--- src/rtl/vga_timing.sv ---
// Raster timing generator: free-running pixel/line counters decoded into
// registered sync, blanking, pixel-strobe and position outputs, all aligned.
module vga_timing #(
    parameter int unsigned H_ACTIVE  = 640,
    parameter int unsigned H_FP      = 16,
    parameter int unsigned H_SYNC    = 96,
    parameter int unsigned H_BP      = 48,
    parameter int unsigned V_ACTIVE  = 480,
    parameter int unsigned V_FP      = 10,
    parameter int unsigned V_SYNC    = 2,
    parameter int unsigned V_BP      = 33,
    parameter bit          HSYNC_POL = 1'b0,
    parameter bit          VSYNC_POL = 1'b0
) (
    input  logic        reset_n,
    input  logic        vga_clk,
    output logic        hsync,
    output logic        vsync,
    output logic        fb_hblank,
    output logic        fb_vblank,
    output logic        next_n,
    output logic [10:0] x_pos,
    output logic [10:0] y_pos,
    output logic        line_start,
    output logic        frame_start
);

    localparam int unsigned CW      = 11;
    localparam int unsigned H_TOTAL = H_ACTIVE + H_FP + H_SYNC + H_BP;
    localparam int unsigned V_TOTAL = V_ACTIVE + V_FP + V_SYNC + V_BP;

    localparam logic [CW-1:0] H_LAST    = CW'(H_TOTAL - 1);
    localparam logic [CW-1:0] V_LAST    = CW'(V_TOTAL - 1);
    localparam logic [CW-1:0] H_ACT     = CW'(H_ACTIVE);
    localparam logic [CW-1:0] V_ACT     = CW'(V_ACTIVE);
    // Sync windows are half-open [start, end); back porch >= 1 keeps end in range.
    localparam logic [CW-1:0] HS_START  = CW'(H_ACTIVE + H_FP);
    localparam logic [CW-1:0] HS_END    = CW'(H_ACTIVE + H_FP + H_SYNC);
    localparam logic [CW-1:0] VS_START  = CW'(V_ACTIVE + V_FP);
    localparam logic [CW-1:0] VS_END    = CW'(V_ACTIVE + V_FP + V_SYNC);

    logic [CW-1:0] hc;
    logic [CW-1:0] vc;

    logic hblank_d;
    logic vblank_d;
    logic hsync_d;
    logic vsync_d;
    logic next_n_d;
    logic line_start_d;
    logic frame_start_d;

    // Pixel and line counters; vc steps only on the hc wrap.
    always_ff @(posedge vga_clk or negedge reset_n) begin
        if (!reset_n) begin
            hc <= '0;
            vc <= '0;
        end else if (hc == H_LAST) begin
            hc <= '0;
            vc <= (vc == V_LAST) ? '0 : vc + CW'(1);
        end else begin
            hc <= hc + CW'(1);
        end
    end

    // Decode of the current counter values; registered below.
    always_comb begin
        hblank_d      = 1'b1;
        vblank_d      = 1'b1;
        hsync_d       = ~HSYNC_POL;
        vsync_d       = ~VSYNC_POL;
        next_n_d      = 1'b1;
        line_start_d  = 1'b0;
        frame_start_d = 1'b0;

        hblank_d = (hc >= H_ACT);
        vblank_d = (vc >= V_ACT);
        if ((hc >= HS_START) && (hc < HS_END)) begin
            hsync_d = HSYNC_POL;
        end
        // vsync depends on the line counter only, so it moves at x==0.
        if ((vc >= VS_START) && (vc < VS_END)) begin
            vsync_d = VSYNC_POL;
        end
        next_n_d      = ~(~hblank_d & ~vblank_d);
        line_start_d  = (hc == '0);
        frame_start_d = (hc == '0) && (vc == '0);
    end

    // Output register: one clock behind the counters, every port a flop.
    always_ff @(posedge vga_clk or negedge reset_n) begin
        if (!reset_n) begin
            x_pos       <= '0;
            y_pos       <= '0;
            fb_hblank   <= 1'b1;
            fb_vblank   <= 1'b1;
            next_n      <= 1'b1;
            hsync       <= ~HSYNC_POL;
            vsync       <= ~VSYNC_POL;
            line_start  <= 1'b0;
            frame_start <= 1'b0;
        end else begin
            x_pos       <= hc;
            y_pos       <= vc;
            fb_hblank   <= hblank_d;
            fb_vblank   <= vblank_d;
            next_n      <= next_n_d;
            hsync       <= hsync_d;
            vsync       <= vsync_d;
            line_start  <= line_start_d;
            frame_start <= frame_start_d;
        end
    end

endmodule

--- config.mk ---
export PLATFORM = sky130hd
export DESIGN_NAME = vga_timing
export DESIGN_NICKNAME = d
export VERILOG_FILES = /design/src/rtl/vga_timing.sv
export SDC_FILE = /design/constraint.sdc
export NUM_CORES = 1
export LEC_CHECK = 0
export CAP_MARGIN = 20
export CORE_ASPECT_RATIO = 0.7
export CORE_UTILIZATION = 30
export DETAILED_ROUTE_END_ITERATION = 10
export DONT_BUFFER_PORTS = 1
export HOLD_SLACK_MARGIN = 0.15
export PLACE_DENSITY = 0.55
export SYNTH_ARGS = -nofsm -noshare
export SYNTH_HDL_FRONTEND = slang
export SYNTH_SLANG_ARGS = --single-unit
--- constraint.sdc ---
create_clock -name vga_clk -period 3.26 [get_ports vga_clk]
set_clock_uncertainty 0.15 [all_clocks]
set_input_delay 0 -clock vga_clk [delete_from_list [all_inputs] [get_ports vga_clk]]
set_output_delay 0 -clock vga_clk [all_outputs]
set_load 0.02 [all_outputs]
==> results by group, run 1 <==
Run status
  • Status: finished with violations
  • Failing checks: design-rule violations

Clock tree
  • Clk buf depth: 2
  • CTS tree: built
  • H-tree level count: 2
  • Hold-fix buffers, CTS: 4
  • Cts bufs inserted: 5
  • Clk Latency, worst-skew pair: 0.30 ns
  • Root Driver: clkbuf_8
  • CTS resizes: 0
  • Clock sink count: 51
  • CTS clk-pin slew, worst paths: 0.09 ns
  • Post-CTS setup buffers: 0

Finish
  • Area growth syn-to-layout: 12.9%
  • Final nets: 162
  • Layout cell share with drive strength beyond 1: 0.140
  • Final Cell Area: 2170 µm²
  • Diodes inserted: 0

Yosys
  • Mux share of post-synthesis cell area: 0
  • Post-Syn Area: 1920 µm²
  • Largest family of logic cells by synthesized area: simple AND/OR/NAND/NOR gates
  • Seq/Total Area, Yosys: 0.667
  • Most frequent cells after synthesis: 46 x dfrtp_1, 11 x nand3_1, 8 x nor2_1
  • Synth Register Bits: 51
  • Cells after Synth: 149
  • Post-synth top area share: 0.599
  • Average size of a mapped cell: 12.9 µm²
  • Most frequent cell after synthesis: dfrtp_1
  • Post-Synth XOR/XNOR Area: 0.0547
  • Synth Flop Type: dfrtp_1
  • Top cells by area in the synthesized netlist: dfrtp_1 60%, dfstp_2 6.8%, nand3_1 2.9%
  • Adder-cell share of the synthesized area: 0.0260
  • Ys async rst share: 1.00
  • Synth area leader: dfrtp_1
  • Distinct cells, synth: 33
  • Syn Nets: 155
  • Synth Area in Compound Gates: 0.0442
  • Post-synthesis simple-gate area fraction: 0.186
  • Synth Warn #: 0
  • Post-synth EDFFs: 0

Timing
  • RSZ-0062 raised after global routing: false
  • Min cycle time layout: 2.11 ns
  • Final setup fails: 0
  • F_max: 0.473 GHz
  • Final Hold Violating Endpoints: 0
  • Setup TNS: 0 ns
  • Worst Max-Slew Pin Slew: 0.584 ns
  • Slew Limit Fails: 0
  • Tcrit/Tclk final: 0.648
  • Max-slew headroom: 0.611

Critical path
  • Worst endpoint required time: 3.30 ns
  • Max incr delay on CP: 0.59 ns
  • CP max stage cell: and4_1
  • Cell Chain, Critical Path: ha_1 > and3_1 > and4_1 > nand4_1 > xnor2_1
  • CP bufs+invs: 0
  • CP arrival: 2.15 ns
  • Startpoint Class: flop
  • Crit path kind: flop to flop
  • Worst Path Max Fanout: 18
  • Kind of end point of the critical path: flop
  • Top Family by Delay on Critical Path: simple AND/OR/NAND/NOR gates

Drt
  • 1st-iter DRT viols: 74
  • TritonRoute pass-1 iters: 9
  • DRC: 6
  • Vias per inst: 4.86
  • WL per Instance: 15.4 µm
  • Antenna viol nets, final: 0
  • Vias: 1,127
  • Total wire length: 3580 µm

Global routing
  • Vias in the first global route: 1,089
  • Total GRT Usage: 0.118
  • Grt total ovfl: 0
  • Pin count of the biggest net entering global routing: 47
  • Global-route wire length before repair: 5820 µm
  • Antenna violations before repair: 0

Place
  • Area after DPL: 1990 µm²
  • RD Place Congestion: 0.790
  • Post-DP HPWL: 2320 µm
  • Port buffer count: 0

Pwr
  • Net Sw Frac: 0.205
  • Reg power frac: 0.603
  • LEAKAGE: 1.02 nW
  • P_int: 834 µW
  • P_sw: 215 µW
  • Peak supply drop: 0.000236 V
  • Tot Pwr: 1.05 mW
  • Clock power share: 0.376
  • Combinational share of power: 0.021
  • Power per standard cell area: 483 nW/µm²

Floorplanning
  • Initial core utilization: 0.323
  • Horiz. Die Dim: 97.7 µm
  • Core Area: 5960 µm²
  • Die Y: 69.0 µm
  • Row count: 23
  • Die ar.: 6740 µm²
  • Num ports: 31

Job
  • Max-cap violations: 0

Worst hold path
  • Hold Crit Class: flop to flop
## registers in the layout (all words and copies together), names as in the netlist
signal	count
fb_hblank	1
y_pos	11
fb_vblank	1
vc	11
x_pos	11
line_start	1
frame_start	1
hsync	1
hc	11
vsync	1
next_n	1
## metal layers
layer | part of all wire | global-route usage | up-vias
met5 | 0 | 0 | -
met4 | 0.023 | 0.0473 | 0
met3 | 0.069 | 0.0494 | 6
met2 | 0.41 | 0.168 | 40
met1 | 0.50 | 0.160 | 553
li1 | - | - | 528
## layout by cell type, fill, tap and decap left out
cell type      instances
xnor2_1                6
nand3_1               11
xor2_1                 6
buf_16                 2
nand4_1                6
o21ai_0                7
or3_1                  2
a31oi_1                4
and2_1                 1
nand2b_1               3
or2_2                  1
nor2_1                 8
a21oi_1                3
nor4_2                 1
and2_2                 1
and3_1                 4
dfrtp_1               46
nor3_1                 4
and4b_1                2
nor4_4                 1
clkinvlp_4             1
a21bo_2                1
and3_2                 1
nor4b_1                1
nand4_2                1
nand2_1                6
dfstp_2                5
and4_1                 2
dlygate4sd3_1          2
ha_1                   4
clkbuf_8               7
nor4bb_1               1
inv_1                  5
nor4_1                 1
## final cells by class
type                       count  area (µm²)
sequential                    51        1280
inverter                       5        18.8
clock buffer                   7        96.3
multi-input combinational     89         598
clock inverter                 1        7.51
timing repair buffer           4        75.1
tap                           75        93.8
fill                         554        3780
## through the flow
stage | setup WS [ns] | utilization | cells | hold slack [ns]
2_1_floorplan | 1.54 | - | 149 | -0.446
3_3_place_gp | 1.29 | 0.335 | 220 | -0.445
3_5_place_dp | 1.15 | 0.335 | 220 | -0.445
4_1_cts | 1.14 | 0.365 | 232 | 0.289
5_1_grt | 0.999 | 0.365 | 232 | 0.314
6_report | 1.15 | 0.365 | 232 | 0.290
## power groups by stage
stage | registers (mW) | logic (mW) | clock network, mW
2_1_floorplan | 0.645 | 0.000000284 | 0
3_3_place_gp | 0.645 | 0.000000270 | 0
3_5_place_dp | 0.645 | 0.000000270 | 0
4_1_cts | 0.632 | 0.0229 | 0.410
5_1_grt | 0.633 | 0.0250 | 0.435
6_report | 0.632 | 0.0219 | 0.395
## kinds of logic after synthesis
logic type                 Yosys count
AOI/OAI and AO/OA                   15
xor gates and xnor gates            12
adders and majority gates            4
buffers and inverters                9
DFF                                 51
and+or+nand+nor                     58
## path summary, 6_finish.rpt
check	startpoint	endpoint	slack, ns	depth (start not counted)
min reg2reg	vc[1]$_DFFE_PN0N_	y_pos[1]$_DFF_PN0_	0.29	0
min	vc[1]$_DFFE_PN0N_	y_pos[1]$_DFF_PN0_	0.29	0
min in group asynchronous	reset_n	hsync$_DFF_PN1_	0.70	3
max	hc[0]$_DFF_PN0_	vc[6]$_DFFE_PN0N_	1.15	5
max in group asynchronous	reset_n	hc[0]$_DFF_PN0_	2.03	4
max reg2reg	hc[0]$_DFF_PN0_	vc[6]$_DFFE_PN0N_	1.15	5
Power figures use the tool's default switching activity.
==> inputs of run 2 (changes only) <==
==> constraint.sdc (replaced) <==
create_clock -name vga_clk -period 2.06 [get_ports vga_clk]
set_clock_uncertainty 0.15 [all_clocks]
set_input_delay 0 -clock vga_clk [delete_from_list [all_inputs] [get_ports vga_clk]]
set_output_delay 0 -clock vga_clk [all_outputs]
set_load 0.02 [all_outputs]
==> run 2 against run 1 <==
Compared with the run above: the run still ends with design-rule violations left; sequential power is 58% higher; worst hold slack improved by 0.0033 ns; register-to-register slack worse by 0.97 ns; clock power is 67% higher; power rose by 61%; sequential cell count stayed put; non-clock buffer count is 4 higher; final area grew 0.63%; first-iteration DRC count up 14%.
==> results by group, run 2 (same netlist as run 1, synthesis figures left out) <==
Run status
  • Status: finished with violations
  • Failing checks: design-rule violations

Worst hold path
  • Hold Path Depth: 0
  • Hold Crit Class: flop to flop

Place
  • Post-DP HPWL: 2330 µm
  • Cells after DPL: 225
  • RD Place Congestion: 0.848
  • Area after DPL: 2030 µm²
  • Port buffer count: 0
  • DP Worst Slack: 0.149 ns

Timing
  • Worst Max-Slew Pin Slew: 0.358 ns
  • RSZ-0062 raised after global routing: false
  • Final worst setup slack: 0.174 ns
  • Final setup fails: 0
  • Hold slack final: 0.293 ns
  • Min cycle time layout: 1.89 ns
  • Final Hold Violating Endpoints: 0
  • Slew Limit Fails: 0
  • F_max: 0.530 GHz
  • Setup TNS: 0 ns
  • Tcrit/Tclk final: 0.915
  • Max-slew headroom: 0.758

Finish
  • Diodes inserted: 0
  • Layout cell share with drive strength beyond 1: 0.163
  • Final core occ: 0.367
  • Most frequent cells in the layout: 46 x dfrtp_1, 11 x nand3_1, 8 x nor2_1, 7 x o21ai_0
  • Final Cell Area: 2190 µm²
  • Final nets: 166
  • Area growth syn-to-layout: 13.7%
  • Commonest non-fill, non-tap cell in the layout: dfrtp_1
  • Fill count: 567
  • Final cell count without fillers: 235

Drt
  • DRC: 6
  • Total wire length: 3480 µm
  • TritonRoute pass-1 iters: 8
  • WL per Instance: 14.8 µm
  • 1st-iter DRT viols: 84
  • Antenna viol nets, final: 0
  • Vias: 1,156
  • Vias per inst: 4.92

Critical path
  • Worst Path Max Fanout: 8
  • CP bufs+invs: 1
  • Kind of end point of the critical path: flop
  • Cell Chain, Critical Path: ha_1 > and3_1 > and4_2 > buf_4 > a21oi_1 > a31oi_1
  • Worst Reg2Reg Path Length in Cells: 6
  • Max incr delay on CP: 0.43 ns
  • Worst endpoint required time: 2.13 ns
  • Critical path depth: 6
  • Crit path kind: flop to flop
  • Top Family by Delay on Critical Path: simple AND/OR/NAND/NOR gates
  • CP max stage cell: dfrtp_1
  • Startpoint Class: flop
  • CP arrival: 1.95 ns

Global routing
  • Vias in the first global route: 1,103
  • Global-route wire length before repair: 5640 µm
  • Grt total ovfl: 0
  • Antenna violations before repair: 0
  • Total GRT Usage: 0.113
  • Pin count of the biggest net entering global routing: 52

Floorplanning
  • Row count: 23
  • Num ports: 31
  • Die ar.: 6740 µm²
  • Initial core utilization: 0.323
  • Die Y: 69.0 µm
  • Core Area: 5960 µm²
  • Horiz. Die Dim: 97.7 µm

Pwr
  • Tot Pwr: 1.69 mW
  • LEAKAGE: 1.04 nW
  • Power per standard cell area: 772 nW/µm²
  • Peak supply drop: 0.000365 V

Clock tree
  • Clk buf depth: 2
  • Cts bufs inserted: 5
  • Clock sink count: 51
  • CTS tree: built
  • Clk Latency, worst-skew pair: 0.30 ns
  • H-tree level count: 2
  • Root Driver: clkbuf_8
  • CTS clk-pin slew, worst paths: 0.09 ns
  • Post-CTS setup buffers: 0

Job
  • Max-cap violations: 0
[run 2: cell count changes in the layout (fill, tap and decap cells not counted)]
| cell | delta |
|---|---|
| clkbuf_8 | -2 |
| buf_16 | -1 |
| bufinv_16 | +1 |
| and4_2 | +1 |
| and4_1 | -1 |
| buf_4 | +5 |
[run 2: path summary, 6_finish.rpt]
path                                        start             endpoint  slack, ns
max in group asynchronous                 reset_n  fb_vblank$_DFF_PN1_       0.88
worst min-delay path            vc[0]$_DFFE_PN0N_   y_pos[0]$_DFF_PN0_       0.29
worst min register to register  vc[0]$_DFFE_PN0N_   y_pos[0]$_DFF_PN0_       0.29
worst max-delay path              hc[0]$_DFF_PN0_    vc[3]$_DFFE_PN0N_       0.17
worst max register to register    hc[0]$_DFF_PN0_    vc[3]$_DFFE_PN0N_       0.17
min in group asynchronous                 reset_n   x_pos[8]$_DFF_PN0_       0.62
[run 2: cell type report]
cell class | count | area [µm²] | share of cell area
inverters | 5 | 18.8 | 0.00859
well taps | 75 | 93.8 | 0.0429
clock inverters | 2 | 37.5 | 0.0172
flip-flops and latches | 51 | 1280 | 0.587
multi-input cells | 89 | 599 | 0.274
clock buffers | 5 | 68.8 | 0.0315
repair buffers | 8 | 85.1 | 0.0389
[run 2: power by group]
| part | switching [mW] | leakage (nW) | internal (mW) |
|---|---|---|---|
| combinational | 0.0194 | 0.318 | 0.00796 |
| clock | 0.304 | 0.0502 | 0.355 |
| sequential | 0 | 0.671 | 1.00 |
| total | 0.324 | 1.04 | 1.36 |
[run 2: repair_timing]
item,4_1_cts,5_1_grt
gates resized for setup,0,1
hold buffers,3,0
endpoints found under the setup margin,0,4
hold endpoints to repair,51,0
[run 2: per-layer routing]
layer  global-route usage  vias to the layer above  routed length, µm
met3               0.0464                        4                278
met4               0.0455                        0                 46
met5                    0                        -                  0
li1                     -                      543                  -
met2                0.145                       40               1350
met1                0.164                      569               1800
